### src/rtl/if_stage.sv
// Instruction-fetch stage: PC register, fetch address generation and the IF/ID pipeline register.
// Optional fetch/bubble performance counters are enabled with the IF_PERF_CNT_EN macro.
module if_stage #(
    parameter int            N        = 32,
    parameter logic [N-1:0]  RESET_PC = 32'd0
) (
    input  logic         clk,
    input  logic         rst,
    input  logic         freeze,
    input  logic         branch_taken,
    input  logic [N-1:0] branch_addr,
    input  logic         flush,
    output logic [N-1:0] imem_pc,
    input  logic [N-1:0] imem_instruction,
    output logic [N-1:0] pc_out,
    output logic [N-1:0] instruction_out,
    output logic         valid_out
`ifdef IF_PERF_CNT_EN
    ,
    output logic [31:0]  fetch_count,
    output logic [31:0]  bubble_count
`endif
);

    localparam logic [N-1:0] ZERO_W = {N{1'b0}};
    localparam logic [N-1:0] FOUR_W = {{(N-3){1'b0}}, 3'd4};

    // Instructions are word aligned; low address bits are always discarded.
    function automatic logic [N-1:0] word_align(input logic [N-1:0] addr);
        logic [N-1:0] res;
        res      = addr;
        res[1:0] = 2'b00;
        return res;
    endfunction

    logic [N-1:0] pc_r;
    logic [N-1:0] pc_plus4_s;
    logic         bubble_s;

    assign imem_pc    = word_align(pc_r);
    assign pc_plus4_s = imem_pc + FOUR_W;
    assign bubble_s   = branch_taken | flush;

    // PC register: redirect beats stall, otherwise advance by one word (wraps modulo 2^N).
    always_ff @(posedge clk or posedge rst) begin
        if (rst) begin
            pc_r <= RESET_PC;
        end else if (branch_taken) begin
            pc_r <= word_align(branch_addr);
        end else if (freeze) begin
            pc_r <= pc_r;
        end else begin
            pc_r <= pc_plus4_s;
        end
    end

    // IF/ID register: a redirect or flush inserts a bubble; zero data is legal, valid_out marks bubbles.
    always_ff @(posedge clk or posedge rst) begin
        if (rst) begin
            pc_out          <= ZERO_W;
            instruction_out <= ZERO_W;
            valid_out       <= 1'b0;
        end else if (bubble_s) begin
            pc_out          <= ZERO_W;
            instruction_out <= ZERO_W;
            valid_out       <= 1'b0;
        end else if (freeze) begin
            pc_out          <= pc_out;
            instruction_out <= instruction_out;
            valid_out       <= valid_out;
        end else begin
            pc_out          <= pc_plus4_s;
            instruction_out <= imem_instruction;
            valid_out       <= 1'b1;
        end
    end

`ifdef IF_PERF_CNT_EN
    // Performance counters: one event per IF/ID load, nothing counted while frozen.
    always_ff @(posedge clk or posedge rst) begin
        if (rst) begin
            fetch_count  <= 32'd0;
            bubble_count <= 32'd0;
        end else if (bubble_s) begin
            fetch_count  <= fetch_count;
            bubble_count <= bubble_count + 32'd1;
        end else if (freeze) begin
            fetch_count  <= fetch_count;
            bubble_count <= bubble_count;
        end else begin
            fetch_count  <= fetch_count + 32'd1;
            bubble_count <= bubble_count;
        end
    end
`endif

endmodule

### config.mk
export PLATFORM = sky130hd
export DESIGN_NAME = if_stage
export DESIGN_NICKNAME = d
export VERILOG_FILES = /design/src/rtl/if_stage.sv
export SDC_FILE = /design/constraint.sdc
export NUM_CORES = 1
export LEC_CHECK = 0
export BUFFER_PORTS_ARGS = -buffer_cell sky130_fd_sc_hd__buf_2
export CORE_UTILIZATION = 35
export CTS_BUF_LIST = sky130_fd_sc_hd__clkbuf_16
export CTS_CLUSTER_SIZE = 8
export DETAILED_ROUTE_END_ITERATION = 10
export MAX_ROUTING_LAYER = met4
export SYNTH_ARGS = -nofsm -noshare
export SYNTH_HDL_FRONTEND = slang
export SYNTH_SLANG_ARGS = --single-unit
### constraint.sdc
create_clock -name clk -period 8.4 [get_ports clk]
set_input_delay 0.84 -clock clk [delete_from_list [all_inputs] [get_ports clk]]
set_output_delay 0.84 -clock clk [all_outputs]
set_load 0.01 [all_outputs]
==> flow_summary.toml <==
[sta]
rsz0062_at_grt = "no"
fin_tns_setup_ns = 0
drv_slew = 0
post-route-period-util_pct = 32.10
hold_viol_final = 0
finClkSkew_ns = 0.006196
slew_headroom_pct = 21.84
max_freq_ghz = 0.3709
worstMarginPinSlew_ns = 1.162
min_period_ns = 2.696
setup_viol = 0

[logic_synthesis]
async_reset_ff_share_pct = 100.0
synth_top_cell_area_share_pct = 49.22
avgSynthCellArea_sq_um = 9.514
synth_area_leaders = "dfrtp_1 (49%), mux2i_1 (6.8%), o21ai_0 (4.8%)"
ys_ff_latch = 93
ys_seq_area_share_pct = 49.22
synth_edf_count = 0
synth.largest_area_cell = "dfrtp_1"
syn_inst = 497
synth_cell_types = 44
syn_area_sq_mm = 0.004728
synthFlopType = "dfrtp_1"
ys_warn_count = 0

[layout]
diodes = 0
fin_area_sq_mm = 0.005909
nNetsFinal = 699
seq_area_sq_mm = 0.002327
area_growth_pct = 24.98
drive_above_1_share_pct = 29.34
fillers = 1302
final_common_cell = "buf_2"
multi_input_area_sq_mm = 0.002187
layout_common_cells = "buf_2 (159), dfrtp_1 (93), nor2_1 (56)"

[routing]
postRouteAntennaNets = 0
routedWlPerCell_microns = 16.24
drcViolationCount = 0
drt_iter0_drc = 324
viasPerCell = 5.233
first_pass_iters = 5
route.vias.total = 4239
routed_wl_microns = 13160

[global_route]
busiest_layer = "met2"
grt_pass1_vias = 3892
antenna_found_initial = 0
grt_pass1_wl_microns = 21080
grt_overflow = 0
use_met1_pct = 28.03
grt_use_met2_pct = 28.05
grt_use_total_pct = 19.58
grt_max_degree = 60
met3_usage_pct = 2.944

[floorplan]
die_h_microns = 118.2
die_area_sq_mm = 0.01398
std_cell_rows = 42
core_sq_mm = 0.01319
initial_core_util_pct = 35.85
io_pins = 166
die_width_microns = 118.2

[clocking]
cts_tree = "yes"
root_buffer = "clkbuf_16"
clock_sinks = 93
worstSkewPairLatency_ns = 0.34
cts_resized = 0
clock_path_buffers = 2
cts-hold-fix-buffers = 0
cts_buffers = 9
clkSlewWorstSetupHoldPaths_ns = 0.07
cts_max_level = 3
post_cts_buffers = 0

[pwr]
comb_power_share_pct = 13.5
vdd_ir_drop_max_uv = 111.9
p_seq_share_pct = 46.0
p_int_uw = 798.0
pwr_density_cell_mw_per_mm2 = 187.6
swShare_pct = 28.03
p_leak_uw = 0.002798
pwr-share-clk_pct = 40.4
p_sw_uw = 310.8

[critical_path]
required_ns = 8.67
cp.arrival_ns = 2.96
cp-start-kind = "primary input"
cp_max_fo = 25
end_kind = "register"
critPathKind = "primary input to register"

[placed_design]
dpl_cell_area_sq_mm = 0.005585
io_buffers = 159
place_congestion = 0.8367
dp_hpwl_microns = 9209

[worst_hold_path]
hp-class = "register to register"

[status]
status = "finished, final reports clean"

[job]
drv_cap = 0
==> area by class of cell <==
type                            instances  share of cell area [%]
Multi-Input combinational cell        356                   37.01
Tap cell                              176                   3.726
Timing Repair Buffer                  163                   13.97
Clock buffer                            9                   3.811
Sequential cell                        93                   39.38
Clock inverter                          7                   1.673
Inverter                                6                  0.4235
==> registers in the layout (all words and copies together), names as in the netlist <==
name,flops
instruction_out,32
pc_out,30
pc_r,30
valid_out,1
==> Yosys cell counts (all sizes together), types with 7 or more instances <==
library cell  instances
a21oi                11
a31oi                21
buf                  15
clkbuf               30
dfrtp                93
mux2i                32
nand2                37
nand3                14
nand4                15
nor2                 56
nor3                  9
nor4                  8
o21ai                45
o31ai                 7
or3                  13
or4                  16
xnor2                19
==> power by group through the flow <==
| stage | Sequential (uW) | Combinational [uW] | Clock [uW] |
|---|---|---|---|
| 3_5_place_dp | 518 | 151 | 0 |
| 3_3_place_gp | 517 | 149 | 0 |
| 4_1_cts | 509 | 152 | 458 |
| 5_1_grt | 514 | 167 | 475 |
| 6_report | 510 | 150 | 448 |
| 2_1_floorplan | 515 | 87.9 | 0 |
==> logic make-up after synthesis <==
group / share of synthesized area (%)
and+or+nand+nor: 20.72
AOI/OAI and AO/OA: 13.55
DFF: 49.22
buffers and inverters: 4.763
muxes: 6.774
xor gates and xnor gates: 4.631
adders and majority gates: 0.2646
other: 0.07931
==> per-layer routing <==
metal  share of wire [%]  wire [microns]  vias up
met3                 4.5             598       11
met2                  46            6110      124
li1                    -               -     2061
met1                  48            6265     2043
met5                   0               0        -
met4                 1.4             180        0
==> critical path, cell delays in order <==
cell and delay, ns:
buf_2 0.25, nand4b_1 0.30, nor4_1 0.92, or4b_1 0.50
a31oi_1 0.16
==> metrics by stage <==
step	utilization [%]	worst slack (ns)	std cells	hold slack, ns	power [uW]
6_report	44.80	5.704	810	0.4875	1109
2_1_floorplan	-	5.140	500	0.5164	603.1
3_3_place_gp	42.34	5.393	794	0.4676	665.4
3_5_place_dp	42.34	5.421	794	0.4706	669.5
5_1_grt	44.80	5.518	810	0.5186	1157
4_1_cts	44.80	5.755	810	0.4878	1119
==> final timing paths <==
kind | start | end | slack, ns | cells after the start
min in group asynchronous | rst | valid_out | 0.51 | 2
max in group asynchronous | rst | pc_r[28] | 6.75 | 3
worst max-delay path | freeze | pc_r[27] | 5.70 | 5
worst min register to register | valid_out | valid_out | 0.49 | 1
worst min-delay path | valid_out | valid_out | 0.49 | 1
worst max register to register | pc_r[2] | pc_out[20] | 5.74 | 5
(Power assumes the default switching activity.)
